--- src/rtl/fp32_defines.sv ---
// Shared FP32 field widths, alignment width and operand helpers for the block aligner.
// FP32_ALIGN_DENORM_EN selects whether denormals align (exp_eff=1) or flush to signed zero.
package fp32_defines;

    localparam int EXP_W      = 8;
    localparam int FRAC_W     = 23;
    localparam int MANT_W     = 24;
    localparam int GUARD_BITS = 3;
    localparam int ALIGN_W    = MANT_W + GUARD_BITS;

    localparam logic [EXP_W-1:0] EXP_SPECIAL = '1;

    typedef enum logic {
        ST_FILL  = 1'b0,
        ST_DRAIN = 1'b1
    } state_t;

    typedef struct packed {
        logic              sign;
        logic [EXP_W-1:0]  exp;
        logic [FRAC_W-1:0] frac;
    } fp32_t;

    // Specials return their raw exponent; callers exclude them from the block maximum.
    function automatic logic [EXP_W-1:0] eff_exp(input fp32_t op);
        logic [EXP_W-1:0] e;
        e = op.exp;
`ifdef FP32_ALIGN_DENORM_EN
        if (op.exp == '0 && op.frac != '0) begin
            e = EXP_W'(1);
        end
`endif
        return e;
    endfunction

    function automatic logic [ALIGN_W-1:0] mant_ext(input fp32_t op);
        logic [ALIGN_W-1:0] m;
        m = '0;
        if (op.exp == EXP_SPECIAL) begin
            m = '0;
        end else if (op.exp != '0) begin
            m = {1'b1, op.frac, {GUARD_BITS{1'b0}}};
        end else begin
`ifdef FP32_ALIGN_DENORM_EN
            m = {1'b0, op.frac, {GUARD_BITS{1'b0}}};
`else
            m = '0;
`endif
        end
        return m;
    endfunction

endpackage

--- src/rtl/fp32_align_shifter.sv ---
// Right shift of an extended mantissa with every shifted-out bit folded into bit 0 (sticky).
module fp32_align_shifter
    import fp32_defines::*;
(
    input  logic [ALIGN_W-1:0] mant_in,
    input  logic [EXP_W-1:0]   shift,
    output logic [ALIGN_W-1:0] mant_out
);

    logic [ALIGN_W-1:0] lost_mask;
    logic [ALIGN_W-1:0] shifted;
    logic               sticky;

    genvar gi;
    generate
        for (gi = 0; gi < ALIGN_W; gi++) begin : g_mask
            assign lost_mask[gi] = (EXP_W'(gi) < shift);
        end
    endgenerate

    always_comb begin
        shifted  = mant_in >> shift;
        sticky   = |(mant_in & lost_mask);
        mant_out = {shifted[ALIGN_W-1:1], shifted[0] | sticky};
        if (shift >= EXP_W'(ALIGN_W)) begin
            mant_out = {{(ALIGN_W-1){1'b0}}, |mant_in};
        end
    end

endmodule

--- src/rtl/fp32_unpack_aligner.sv ---
// Collects NUM_OPS FP32 operands, then streams them aligned to the block maximum exponent.
// Denormal handling is selected by FP32_ALIGN_DENORM_EN (see fp32_defines).
module fp32_unpack_aligner
    import fp32_defines::*;
#(
    parameter int NUM_OPS = 8
) (
    input  logic               clk,
    input  logic               rst_n,
    input  logic               in_valid,
    output logic               in_ready,
    input  logic [31:0]        in_data,
    output logic               out_valid,
    input  logic               out_ready,
    output logic               out_sign,
    output logic [ALIGN_W-1:0] out_mant,
    output logic [EXP_W-1:0]   out_exp,
    output logic               out_last,
    output logic               out_special
);

    localparam int              CNT_W    = (NUM_OPS > 1) ? $clog2(NUM_OPS) : 1;
    localparam logic [CNT_W-1:0] LAST_IDX = CNT_W'(NUM_OPS - 1);

    state_t             state_reg, state_next;
    logic [CNT_W-1:0]   cnt_reg;
    logic [EXP_W-1:0]   max_exp_reg;
    logic               special_reg;
    logic               ready_reg;
    logic [31:0]        buf_mem [NUM_OPS];

    logic               out_valid_reg, out_last_reg, out_sign_reg, out_special_reg;
    logic [ALIGN_W-1:0] out_mant_reg;
    logic [EXP_W-1:0]   out_exp_reg;

    logic               fill_fire, drain_load, drain_done;
    logic [CNT_W-1:0]   cnt_inc;
    fp32_t              in_op, rd_op;
    logic [EXP_W-1:0]   in_eff, rd_eff, rd_shift;
    logic [ALIGN_W-1:0] aligned;

    assign in_op    = in_data;
    assign in_eff   = eff_exp(in_op);
    assign rd_op    = buf_mem[cnt_reg];
    assign rd_eff   = eff_exp(rd_op);
    assign rd_shift = max_exp_reg - rd_eff;
    assign cnt_inc  = (cnt_reg == LAST_IDX) ? '0 : cnt_reg + CNT_W'(1);

    fp32_align_shifter u_shifter (
        .mant_in  (mant_ext(rd_op)),
        .shift    (rd_shift),
        .mant_out (aligned)
    );

    always_ff @(posedge clk or negedge rst_n) begin
        if (!rst_n) begin
            state_reg <= ST_FILL;
        end else begin
            state_reg <= state_next;
        end
    end

    always_comb begin
        state_next = state_reg;
        case (state_reg)
            ST_FILL:  if (fill_fire && cnt_reg == LAST_IDX) state_next = ST_DRAIN;
            ST_DRAIN: if (drain_done) state_next = ST_FILL;
            default:  state_next = ST_FILL;
        endcase
    end

    // ready_reg keeps in_ready low during reset and until the first edge after release.
    always_comb begin
        in_ready   = (state_reg == ST_FILL) && ready_reg;
        fill_fire  = in_valid && in_ready;
        drain_load = (state_reg == ST_DRAIN) &&
                     (!out_valid_reg || (out_ready && !out_last_reg));
        drain_done = (state_reg == ST_DRAIN) && out_valid_reg && out_ready && out_last_reg;
    end

    always_ff @(posedge clk or negedge rst_n) begin
        if (!rst_n) begin
            cnt_reg     <= '0;
            max_exp_reg <= '0;
            special_reg <= 1'b0;
            ready_reg   <= 1'b0;
        end else begin
            ready_reg <= 1'b1;
            if (fill_fire) begin
                cnt_reg <= cnt_inc;
                if (in_op.exp == EXP_SPECIAL) begin
                    special_reg <= 1'b1;
                end else if (in_eff > max_exp_reg) begin
                    max_exp_reg <= in_eff;
                end
            end else if (drain_load) begin
                cnt_reg <= cnt_inc;
            end
            if (drain_done) begin
                max_exp_reg <= '0;
                special_reg <= 1'b0;
            end
        end
    end

    always_ff @(posedge clk) begin
        if (fill_fire) begin
            buf_mem[cnt_reg] <= in_data;
        end
    end

    always_ff @(posedge clk or negedge rst_n) begin
        if (!rst_n) begin
            out_valid_reg   <= 1'b0;
            out_last_reg    <= 1'b0;
            out_sign_reg    <= 1'b0;
            out_special_reg <= 1'b0;
            out_mant_reg    <= '0;
            out_exp_reg     <= '0;
        end else if (drain_load) begin
            out_valid_reg   <= 1'b1;
            out_last_reg    <= (cnt_reg == LAST_IDX);
            out_sign_reg    <= rd_op.sign;
            out_special_reg <= special_reg;
            out_mant_reg    <= aligned;
            out_exp_reg     <= max_exp_reg;
        end else if (drain_done) begin
            out_valid_reg <= 1'b0;
            out_last_reg  <= 1'b0;
        end
    end

    assign out_valid   = out_valid_reg;
    assign out_last    = out_last_reg;
    assign out_sign    = out_sign_reg;
    assign out_special = out_special_reg;
    assign out_mant    = out_mant_reg;
    assign out_exp     = out_exp_reg;

endmodule

--- config.mk ---
export PLATFORM = sky130hd
export DESIGN_NAME = fp32_unpack_aligner
export DESIGN_NICKNAME = d
export VERILOG_FILES = /design/src/rtl/fp32_defines.sv /design/src/rtl/fp32_align_shifter.sv /design/src/rtl/fp32_unpack_aligner.sv
export SDC_FILE = /design/constraint.sdc
export NUM_CORES = 1
export LEC_CHECK = 0
export BUFFER_PORTS_ARGS = -buffer_cell sky130_fd_sc_hd__buf_2
export CAP_MARGIN = 20
export CORE_UTILIZATION = 57
export CTS_BUF_LIST = sky130_fd_sc_hd__clkbuf_8
export DETAILED_ROUTE_END_ITERATION = 8
export PLACE_DENSITY = 0.75
export SYNTH_ARGS = -nofsm -noshare
export SYNTH_HDL_FRONTEND = slang
export SYNTH_SLANG_ARGS = --single-unit
--- constraint.sdc ---
create_clock -name clk -period 4.55 [get_ports clk]
set_input_delay 0.91 -clock clk [delete_from_list [all_inputs] [get_ports clk]]
set_output_delay 0.91 -clock clk [all_outputs]
set_load 0.1 [all_outputs]
==> flow_summary.toml <==
[placement]
place_congestion = 0.922
detailedPlace.worstSlack_ns = 0.123
dpl_cell_area_sq_um = 15300
post-dp-hpwl_um = 24100
dp.cells = 1442
numPortBuffers = 75

[synthesis]
synth-edff-count = 256
synth_sequential_area_ratio = 0.631
yosys_warnings = 0
number_of_flip_flops_and_latches_in_the_synthesized_netlist = 309
dominantRegCellSynth = "edfxtp_1"
synth.distinct_cells = 79
post_synth_inst_count = 1045
synthesis.area_per_instance_sq_um = 13.7
post_synth_instance_area_sq_um = 14300
async_sr_flop_fraction = 0.172
postSynthNetCount = 1102

[floorplanning]
die_y_um = 160
die_width_um = 160
num_io_pins = 76
core_area_sq_um = 24500
start_util = 0.584
die_area_sq_um = 25700
floorplan.rows = 57

[drt]
drcViolationCount = 0
detailedRoute.firstPassIterationCount = 5
detailedRoute.firstIterationViolations = 1117
antenna_violating_nets_remaining = 0
dr_total_vias = 9782
vias_per_cell = 6.39
drt-total-wl_um = 36200
routed_wire_length_per_instance_um = 23.7

[clock_tree]
cts.hold.buffers_added = 0
clk_pin_slew_ns = 0.06
tritoncts = "built"
cts_buffers = 48
deepest_clock_path_buffer_count = 3
cts.repair_timing.setup_buffer_count = 0
cts-root-buf = "clkbuf_8"
cts_htree_levels = 2
clk-insertion-delay-late_ns = 0.58
cts.repair.resized = 0
cts.sinks = 309

[sta]
worst_skew_ns = 0.0232
timing_worst_slew_pin_value_ns = 0.930
report.final.setup_viol = 0
setup_total_negative_slack_ns = 0
rsz0062_at_grt = "yes"
maxClockFrequency_mhz = 226
max_slew_margin = 0.376
post-route-worst-setup-slack_ns = 0.123
layout_min_cycle_time_ns = 4.43
layout_worst_path_cycle_share = 0.973
timing_hold_violations_final = 0
report.final.slew_viol_count = 0

[setup_path]
r2r_setup_slack_ns = 0.12
slowest_stage = "dfrtp_4"
setup.worst_path.end_class = "register"
cp_class = "reg -> reg"
critPathMaxFanout = 29
worst_path_largest_cell_delay_ns = 0.61
critPathArrivalTime_ns = 4.88
cp_cell_sequence = "buf_4, mux4_2, mux2i_2, fa_1, inv_1, buf_12, nor2_1, nand2_1, o32ai_1, nor4_1, buf_4, o21ai_1, a221oi_2, nand4b_1, o211a_1"
setup.worst_path.start_class = "register"
crit_path_frequent_cell = "buf_4"
critPathRequiredTime_ns = 5.00

[layout]
largest_register_ffs = 256
layout.cells.most_common_list = "edfxtp_1 (256), nand2_1 (86), buf_2 (75)"
seqCellArea_sq_um = 9020
num_antenna_cells = 0
areaGrowthSynthToFinish_pct = 13.9
mostFrequentLayoutCell = "edfxtp_1"
layout.cell_area.non_filler_sq_um = 16300
nets = 1225
multi_input_comb_area_sq_um = 4960
layout_fillers = 1785
layout-drive-gt1-share = 0.234
final-instance-count-excl-fill = 1530

[global_routing]
vias_in_the_first_global_route = 9819
antenna_found_initial = 1
pin_count_of_the_biggest_net_entering_global_routing = 60
grt_pass1_wl_um = 56200
grt-ovfl-total = 0
groute.usage.overall = 0.289

[run_status]
status = "finished clean"

[min_path]
min-delay-path-class = "in -> async"

[flow_run]
max_cap_violations = 0
[kinds of logic (layout without fill, tap and decap cells)]
group                      Yosys count  count (layout)  share of synthesized area
AOI/OAI and AO/OA                  269             269                      0.133
adders and majority gates           21              21                     0.0189
xor gates and xnor gates             8               8                    0.00490
and+or+nand+nor                    231             231                     0.0772
muxes                              111             111                      0.105
other                                1               1                   0.000262
buffers and inverters               95             256                     0.0303
DFF                                309             309                      0.631
[area by class of cell]
| class | count | share of cell area |
|---|---|---|
| Inverter | 32 | 0.00738 |
| Multi-Input combinational cell | 641 | 0.305 |
| Timing Repair Buffer | 136 | 0.0530 |
| Tap cell | 324 | 0.0249 |
| Clock buffer | 49 | 0.0415 |
| Clock inverter | 39 | 0.0138 |
| Sequential cell | 309 | 0.555 |
[per-stage QoR]
stage | hold slack (ns) | utilization
2_1_floorplan | 0.439 | -
3_3_place_gp | 0.454 | 0.626
3_5_place_dp | 0.458 | 0.626
4_1_cts | 0.459 | 0.663
5_1_grt | 0.496 | 0.665
6_report | 0.462 | 0.665
[critical path, delay by kind of cell, from the launching register on]
| kind | cells | cell delay, ns |
|---|---|---|
| flip-flops | 1 | 0.61 |
| adder cells (fa/ha/maj) | 1 | 0.57 |
| AO/OA/AOI/OAI | 4 | 0.65 |
| multiplexers | 2 | 0.87 |
| AND/OR/NAND/NOR | 4 | 0.81 |
| buffers and inverters | 4 | 0.79 |
[worst paths after layout]
kind,cells past startpoint,to,from
worst max-delay path,15,out_mant[0],cnt_reg[0]
worst min-delay path,1,out_mant[19],rst_n
worst max register to register,15,out_mant[0],cnt_reg[0]
worst min register to register,2,out_special,out_special
max in group asynchronous,2,cnt_reg[0],rst_n
min in group clk,2,out_special,out_special
[synth_stat cells, types with 8 or more instances]
| master | count | area (sq um) |
|---|---|---|
| clkbuf_1 | 34 | 128 |
| o21ai_0 | 46 | 230 |
| a221oi_1 | 8 | 70.1 |
| a21oi_1 | 46 | 230 |
| nand2_1 | 86 | 323 |
| buf_2 | 15 | 75.1 |
| mux2i_1 | 50 | 500 |
| a22o_1 | 9 | 78.8 |
| nand4_1 | 8 | 50.1 |
| o22ai_1 | 14 | 87.6 |
| o211ai_1 | 16 | 120 |
| nor3_1 | 14 | 70.1 |
| nor2_1 | 51 | 191 |
| nand2b_1 | 9 | 56.3 |
| a22oi_1 | 13 | 97.6 |
| nor2b_1 | 11 | 68.8 |
| nor3b_1 | 8 | 60.1 |
| nand3_1 | 12 | 60.1 |
| dfrtp_1 | 53 | 1330 |
| o221ai_1 | 11 | 96.3 |
| mux4_2 | 27 | 608 |
| a211oi_1 | 9 | 67.6 |
| o21ai_1 | 8 | 40.0 |
| edfxtp_1 | 256 | 7690 |
| ha_1 | 20 | 250 |
| mux2_2 | 25 | 282 |
| inv_1 | 32 | 120 |
| o21a_1 | 10 | 75.1 |
[metal layers]
layer,GRT usage,wire [um],vias to the layer above
met5,0,0,-
met2,0.458,17000,478
li1,-,-,4351
met4,0.124,1230,0
met3,0.0455,2780,100
met1,0.401,15200,4853
Power is left out: the tool's default activity adds up to more than one toggle a clock period on the data nets, which glitch-free logic cannot reach.
